<file path="config.mk">
export PLATFORM = sky130hd
export DESIGN_NAME = arc4_key_sched
export DESIGN_NICKNAME = d
export VERILOG_FILES = /design/src/rtl/arc4_pkg.sv /design/src/rtl/arc4_pt_check.sv /design/src/rtl/arc4_key_sched.sv
export SDC_FILE = /design/constraint.sdc
export NUM_CORES = 1
export LEC_CHECK = 0
export CELL_PAD_IN_SITES_DETAIL_PLACEMENT = 2
export CELL_PAD_IN_SITES_GLOBAL_PLACEMENT = 2
export CORE_UTILIZATION = 29
export DETAILED_ROUTE_END_ITERATION = 16
export PLACE_DENSITY = 0.77
export SYNTH_ARGS = -nofsm -noshare
export SYNTH_HDL_FRONTEND = slang
export SYNTH_SLANG_ARGS = --single-unit
</file>
<file path="constraint.sdc">
create_clock -name clk -period 3.6 [get_ports clk]
set_input_delay 0.54 -clock clk [delete_from_list [all_inputs] [get_ports clk]]
set_output_delay 0.54 -clock clk [all_outputs]
set_load 0.03 [all_outputs]
</file>
<file path="src/rtl/arc4_pkg.sv">
// Shared types and constants for the ARC4 key-search scheduler.
// Printable range and the pt-memory length-byte address live here.
package arc4_pkg;

  typedef enum logic [2:0] {
    IDLE, LAUNCH, BUSY, RUN, CHECK, FOUND, EXHAUSTED
  } sched_state_t;

  localparam logic [7:0] PT_MIN      = 8'h20;
  localparam logic [7:0] PT_MAX      = 8'h7E;
  localparam logic [7:0] PT_LEN_ADDR = 8'd0;

  function automatic logic is_printable(input logic [7:0] b);
    return (b >= PT_MIN) && (b <= PT_MAX);
  endfunction

endpackage

</file>
<file path="src/rtl/arc4_pt_check.sv">
// Snoops pt-memory writes and keeps a sticky "unreadable byte seen" flag.
// Set is combinational on the write; clr wins over set and is applied at attempt start.
module arc4_pt_check
  import arc4_pkg::*;
(
  input  logic       clk,
  input  logic       rst,
  input  logic       clr,
  input  logic       chk_en,
  input  logic       pt_wren,
  input  logic [7:0] pt_addr,
  input  logic [7:0] pt_wrdata,
  output logic       bad
);

  logic set_bad;

  // The length byte at address 0 is never part of the message.
  assign set_bad = chk_en && pt_wren && (pt_addr != PT_LEN_ADDR) && !is_printable(pt_wrdata);

  always_ff @(posedge clk or posedge rst) begin
    if (rst)          bad <= 1'b0;
    else if (clr)     bad <= 1'b0;
    else if (set_bad) bad <= 1'b1;
  end

endmodule

</file>
<file path="src/rtl/arc4_key_sched.sv">
// Steps one arc4 core over keys KEY_START, +KEY_STEP.. until a readable plaintext or KEY_LAST; 3 cycles overhead per key.
// en is taken only while rdy=1; define ARC4_KEY_SCHED_WDOG_EN to add a core watchdog driving err.
module arc4_key_sched
  import arc4_pkg::*;
#(
  parameter int               KEY_W       = 24,
  parameter logic [KEY_W-1:0] KEY_START   = '0,
  parameter logic [KEY_W-1:0] KEY_STEP    = KEY_W'(1),
  parameter logic [KEY_W-1:0] KEY_LAST    = '1,
  parameter int               TIMEOUT_CYC = 2**20
) (
  input  logic             clk,
  input  logic             rst,
  input  logic             en,
  output logic             rdy,
  output logic             core_en,
  input  logic             core_rdy,
  input  logic             pt_wren,
  input  logic [7:0]       pt_addr,
  input  logic [7:0]       pt_wrdata,
  output logic [KEY_W-1:0] key,
  output logic             key_valid,
  output logic             done,
  output logic             err
);

  sched_state_t     state, state_nxt;
  logic [KEY_W-1:0] key_nxt;
  logic             key_valid_nxt, done_nxt;
  logic             bad, bad_clr, chk_en, accept, last_key, wd_trip;
  logic [KEY_W:0]   key_sum;

  assign rdy    = (state == IDLE) || (state == FOUND) || (state == EXHAUSTED);
  assign accept = rdy && en;

  // Extra bit keeps key+STEP from wrapping past the top of the key space.
  assign key_sum  = {1'b0, key} + {1'b0, KEY_STEP};
  assign last_key = key_sum > {1'b0, KEY_LAST};

  arc4_pt_check u_pt_check (
    .clk       (clk),
    .rst       (rst),
    .clr       (bad_clr),
    .chk_en    (chk_en),
    .pt_wren   (pt_wren),
    .pt_addr   (pt_addr),
    .pt_wrdata (pt_wrdata),
    .bad       (bad)
  );

`ifdef ARC4_KEY_SCHED_WDOG_EN
  localparam int WD_W = $clog2(TIMEOUT_CYC + 1);
  logic [WD_W-1:0] wd_cnt;

  assign wd_trip = ((state == BUSY) || (state == RUN)) && (wd_cnt == WD_W'(TIMEOUT_CYC - 1));

  always_ff @(posedge clk or posedge rst) begin
    if (rst)                                   wd_cnt <= '0;
    else if (core_en)                          wd_cnt <= '0;
    else if ((state == BUSY) || (state == RUN)) wd_cnt <= wd_cnt + WD_W'(1);
  end

  always_ff @(posedge clk or posedge rst) begin
    if (rst)          err <= 1'b0;
    else if (wd_trip) err <= 1'b1;
    else if (accept)  err <= 1'b0;
  end
`else
  assign wd_trip = 1'b0;
  assign err     = 1'b0;
`endif

  always_comb begin
    state_nxt     = state;
    key_nxt       = key;
    key_valid_nxt = key_valid;
    done_nxt      = done;
    core_en       = 1'b0;
    bad_clr       = 1'b0;
    chk_en        = 1'b0;
    case (state)
      IDLE, FOUND, EXHAUSTED: begin
        if (en) begin
          key_nxt       = KEY_START;
          key_valid_nxt = 1'b0;
          done_nxt      = 1'b0;
          state_nxt     = LAUNCH;
        end
      end
      LAUNCH: begin
        if (core_rdy) begin
          core_en   = 1'b1;
          bad_clr   = 1'b1;
          state_nxt = BUSY;
        end
      end
      // Wait for the core to drop rdy so a stale rdy cannot end the attempt.
      BUSY: if (!core_rdy) state_nxt = RUN;
      RUN: begin
        chk_en = 1'b1;
        if (core_rdy) state_nxt = CHECK;
      end
      CHECK: begin
        if (!bad) begin
          key_valid_nxt = 1'b1;
          done_nxt      = 1'b1;
          state_nxt     = FOUND;
        end else if (last_key) begin
          key_valid_nxt = 1'b0;
          done_nxt      = 1'b1;
          state_nxt     = EXHAUSTED;
        end else begin
          key_nxt   = key + KEY_STEP;
          state_nxt = LAUNCH;
        end
      end
      default: state_nxt = IDLE;
    endcase
    if (wd_trip) begin
      key_nxt       = key;
      key_valid_nxt = 1'b0;
      done_nxt      = 1'b1;
      state_nxt     = EXHAUSTED;
    end
  end

  always_ff @(posedge clk or posedge rst) begin
    if (rst) begin
      state     <= IDLE;
      key       <= KEY_START;
      key_valid <= 1'b0;
      done      <= 1'b0;
    end else begin
      state     <= state_nxt;
      key       <= key_nxt;
      key_valid <= key_valid_nxt;
      done      <= done_nxt;
    end
  end

endmodule

</file>
# [After elaboration in Yosys (flattened, before gate mapping)]
# Index checks and enable logic that the tools add are counted.
[totals] memories=0 input_bits=21 rom_bits=0 elab_cells=61 ramBits=0 latch_bits=0 out_inout_bits=29 register_bits=30
[classes] mux=23 n_lt_le_gt_ge=3 bitwise=0 shifts=0 mul=0 reduce_logical=15 div=0 n_eq_ne=13 addsub=2
[ops] cell="24-bit 2-to-1 mux" n=3
[ops] cell="24-bit one-hot mux with 2 select lines" n=1
[ops] cell="24-bit by 1-bit adder with 25-bit output (second input constant)" n=1
[ops] cell="25-bit by 24-bit > comparator with 1-bit output (second input constant)" n=1
[ops] cell="24-bit by 1-bit adder with 24-bit output (second input constant)" n=1
[ops] cell="3-bit 2-to-1 mux" n=6
[ops] cell="3-bit one-hot mux with 5 select lines" n=1
[ops] cell="1-bit 2-to-1 mux" n=10
[ops] cell="2-bit != test (second input constant)" n=5
[ops] cell="3-bit equality test (second input constant)" n=3
[ops] cell="8-bit by 6-bit greater-or-equal comparator with 1-bit output (second input constant)" n=1
[ops] cell="8-bit by 7-bit <= comparator with 1-bit output (second input constant)" n=1
[ops] cell="4-bit AND reduction" n=2
[ops] cell="8-bit nonzero test" n=1
[ops] cell="3-bit by 2-bit equality test with 1-bit output (second input constant)" n=2
[ops] cell="1-bit logical AND" n=4
[ops] cell="1-bit one-hot mux with 2 select lines" n=2
[ops] cell="2-bit nonzero test" n=2
[ops] cell="3-bit by 1-bit equality test with 1-bit output (second input constant)" n=1
[ops] cell="3-bit zero test" n=1
[ops] cell="3-bit != test (second input constant)" n=1
[ops] cell="3-bit AND reduction" n=1
[ops] cell="3-bit OR reduction" n=1
[ops] cell="1-bit logical OR" n=2
[ops] cell="other kinds (2)" n=2

# [Depth between registers and ports, before layout]
# Gate-level depths: netlist of the first run.
[logic_depth] depth_word=7 depth_mapped=11 ltp_nobuf=9

# [Hierarchy]
# Synthesis of the first run repeated with hierarchy kept, for this count alone.
[unflattened] hier_cells=270 area_unflattened_um2=2174.6
[by_module_without_submodules] mod="arc4_key_sched" cells_each=258 n_inst=1 seq_area_each_um2=725.7 area_per_inst_um2=2079.5
[by_module_without_submodules] mod="arc4_pt_check" cells_each=12 n_inst=1 seq_area_each_um2=25.0 area_per_inst_um2=95.1

# [Worst setup path before layout of the first run]
# Ideal clock, no wire load.
[synth_path] path_kind="register to register" start="register key[0]" end="register key[4]" synth_period_minus_slack_ns=3.333 setup_time_ns=0.126 path_slack_ns=0.267 path_buffers=2 required_ns=3.474 t_arrival_ns=3.207 path_stages_with_launch=12 path_cell_list="dfrtp_1 -> ha_1 -> nand3_1 -> a21oi_1 -> o22a_1 -> or4_1 -> or4_4 -> and4_4 -> buf_6 -> buf_6 -> and3_4 -> a221o_1"
[synth_via] elab_chain_cells=4 elab_cells_between_ends=8 cone_classes="add/sub: 2; order compare: 1; eq/ne: 1; mux: 3; reduce/logical: 1"
[synth_rtl] item="start, declared" line="arc4_key_sched.sv:21" source="output logic [KEY_W-1:0] key,"
[synth_rtl] item="start signal, assigned" line="arc4_key_sched.sv:135" source="key <= key_nxt;"
[synth_rtl] item="24-bit by 1-bit adder with 25-bit output / 24-bit by 1-bit adder with 24-bit output (equally long branches)" line="arc4_key_sched.sv:37, arc4_key_sched.sv:113"
[synth_rtl] item="25-bit by 24-bit > comparator with 1-bit output / 24-bit 2-to-1 mux (equally long branches)" line="arc4_key_sched.sv:38, arc4_key_sched.sv:108"
[synth_rtl] item="2-bit != test (no line) / 24-bit 2-to-1 mux (equally long branches)"
[synth_rtl] item="4-bit AND reduction (no line) / 24-bit one-hot mux with 2 select lines (equally long branches)"
# Several ways; a longest one is shown, not always the timed one. The select of a mux whose other input is x is not followed.
# A chain may end at the register's enable or synchronous reset.

# [Final worst setup path of the first run]
[layout_path] start="register key[1]" end="register key[6]"
# The elaborated chain is that of the path after synthesis.

==> results of run 1 <==
[power groups by stage]
stage / registers [W] / clock network, W / logic (W)
3_3_place_gp: 0.000445 / 0 / 0.000407
5_1_grt: 0.000452 / 0.000281 / 0.000465
4_1_cts: 0.000442 / 0.000267 / 0.000428
3_5_place_dp: 0.000448 / 0 / 0.000427
6_report: 0.000444 / 0.000257 / 0.000420
2_1_floorplan: 0.000438 / 0 / 0.000257
[cells in the mapped netlist, drive strengths merged (2+ instances only)]
library cell	number	share of area [%]
nand4	7	2.0
a211o	2	0.81
and4	4	1.8
a221o	13	6.0
nand2	18	3.1
nor2	26	4.5
a21oi	11	2.5
nand3	13	3.0
o22a	2	0.81
a211oi	3	1.0
or4	2	0.87
xor2	2	0.81
and2	3	0.87
buf	11	3.8
a22o	4	1.6
nor2b	4	1.2
o22ai	2	0.58
xnor2	4	1.6
inv	8	1.4
ha	2	1.2
nor3	7	1.6
dfrtp	30	35
and3	18	6.4
or3	2	0.58
clkbuf	5	0.98
a31oi	2	0.87
nor4	6	1.7
nand2b	7	2.0
o21ai	13	3.0
[per-stage QoR]
step | utilization (%) | hold slack [ns]
after global routing | 38.88 | 0.5488
final | 38.88 | 0.5077
after detailed placement | 37.83 | 0.4937
after floorplan | - | 0.5675
after global placement | 37.83 | 0.4846
after CTS | 38.88 | 0.5104
[cells in the final DEF, fill, tap and decap left out, types with 2 or more instances in the layout]
cell type	instances
xnor2_1	4
clkdlybuf4s50_1	48
a21oi_1	11
nor2_1	26
a211oi_1	3
o21ai_0	13
clkbuf_8	5
and4_1	2
nor4_1	6
and2_1	3
clkbuf_1	2
dfrtp_1	30
nand2_1	18
and3_4	5
buf_4	10
o22ai_1	2
o22a_1	2
a221o_1	13
inv_1	8
nand3_1	13
nor3_1	7
and3_1	13
xor2_1	2
ha_1	2
a211o_1	2
a22o_1	4
nor2b_1	4
nand2b_1	7
nand4_1	7
or3_1	2
and4_4	2
[worst paths after layout]
kind,to,cells after the start
worst max-delay path,key[6],9
worst min-delay path,done,1
worst max register to register,key[6],9
worst min register to register,done,1
max in group asynchronous,key[12],3
min in group asynchronous,state[0],2
[layout make-up]
class | instances | area, sq um | area share [%]
Inverter | 8 | 30.03 | 1.065
Clock buffer | 7 | 76.32 | 2.706
Timing Repair Buffer | 58 | 555.5 | 19.70
Sequential cell | 30 | 750.7 | 26.62
Tap cell | 99 | 123.9 | 4.392
Multi-Input combinational cell | 199 | 1284 | 45.52
[flip-flops by register name, summed over array words and instances (netlist names)]
signal and cells:
key 24, key_valid 1, u_pt_check.bad 1, state 3, done 1
[cell families after synthesis]
group                      after synthesis  synth area share [%]
AOI/OAI and AO/OA                       65                 22.52
buffers and inverters                   24                 6.120
and+or+nand+nor                        125                 32.97
adders and majority gates                2                 1.155
DFF                                     30                 34.64
xor gates and xnor gates                 6                 2.425
other                                    1                0.1730
[worst max-delay path, cell delays in order (launching register included)]
cell	delay (ns)
dfrtp_1	0.47
ha_1	0.29
nand3_1	0.30
a21oi_1	0.13
o22a_1	0.20
or4_1	0.55
or4_4	0.54
and4_4	0.33
and3_4	0.22
a221o_1	0.26
[routing by layer]
metal	GRT usage [%]	part of all wire [%]
met3	3.078	2.2
met5	0	0
met4	3.519	0.70
met1	27.65	49
met2	34.69	48
==> qor.csv, run 1 <==
metric,value,unit
fin cells,401,
largest net degree at the start of global routing,34,
Syn Area/Cell,8.566,sq um
total negative slack,0,ns
first-pass GRT wire length,11970,microns
Slew @ Worst Pin,0.6998,ns
overall power,0.001121,W
CTS Sinks,30,
Setup Viol. Count Final,0,
Post-CTS Hold Buffers,0,
CTS buffer count,5,
clock network power share,22.9,%
CTS H-Tree Depth,2,
Leakage,1.143,nW
pre-CTS setup slack,0.2335,ns
DR iter-0 viols,84,
Crit. End Element,flip-flop,
startpoint types,flip-flop,
RSZ-0062 raised after global routing,false,
share of layout cells above drive strength 1,8.278,%
CP arrival,3.57,ns
post-synthesis instance area,2167,sq um
initial antenna violation count,0,
CP startpoint,key[1],
clk_lat worst skew,0.28,ns
area grow syn2layout,30.14,%
Die Ht,88.45,microns
row cnt,31,
Main synth FF type,dfrtp_1,
combinational power share,37.5,%
total of warnings raised by yosys,0,
Max Clk Rate,293.3,MHz
GRT overflow,0,
cell area after layout,2820,sq um
IO Count,50,
DRC Markers,0,
Int Power,0.0006789,W
Via Count,2215,
number of global-route vias before repair,2240,
register area share after synthesis,34.64,%
hpwl dp,5712,microns
Unique masters post-synth,58,
DIE WIDTH,88.45,microns
reg2reg start,key[1],
Starting Density,29.88,%
worst setup margin,0.1900,ns
pwr/cell area,397.5,nW/um^2
critical-path maximum fanout,33,
post-CTS sizing,0,
Clock transition at path regs,0.06,ns
switching power,0.0004422,W
I/O Buffers,48,
Antenna Violating Nets Remaining,0,
DR pass1 iterations,4,
DR vias/cell,5.524,
status,finished clean,
total of max-cap violations,0,
worst reg2reg setup slack,0.19,ns
"Hold Vio Cnt, Final",0,
final worst path period need,3.410,ns
final net count,325,
Sw Share,39.44,%
Post-CTS Setup Repair Bufs,0,
number of synthesized register bits,30,
diode count,0,
cell count after synthesis,253,
sequential power share,39.6,%
Placed Area,2744,sq um
DIE AREA,7823,sq um
"EDFF count, synth",0,
"Slew Viols, Final",0,
CTS tree,done,
gp weighted congestion,0.8446,
"Req. time, crit path",3.76,ns
Max IR drop VDD,0.1227,mV
post-DR wirelength/cell,18.94,microns
relative slew slack,53.30,%
placed insts,394,
global-route usage over all layers,20.37,%
clock root buffer,clkbuf_8,
type of the tightest min-delay check,reg2reg,
clk_skew,0.002562,ns
maximum clock path buffer count,2,
period utilization,94.72,%
Total Wirelength,7595,microns
hold_sp,done,
CP Class,reg2reg,
Core Box Area,7253,sq um
Fillers,854,
asr flop ratio synth,100.0,%
Post-Syn Nets,276,
Note: power is estimated with default switching activity, not from simulation.
==> run 2, diff against run 1 <==
--- a/config.mk
+++ b/config.mk
@@ -5,6 +5,7 @@
 export SDC_FILE = /design/constraint.sdc
 export NUM_CORES = 1
 export LEC_CHECK = 0
+export CAP_MARGIN = 40
 export CELL_PAD_IN_SITES_DETAIL_PLACEMENT = 2
 export CELL_PAD_IN_SITES_GLOBAL_PLACEMENT = 2
 export CORE_UTILIZATION = 29
==> results of run 2 <==
The final DEF is identical to that of run 1; final timing and power are the same.
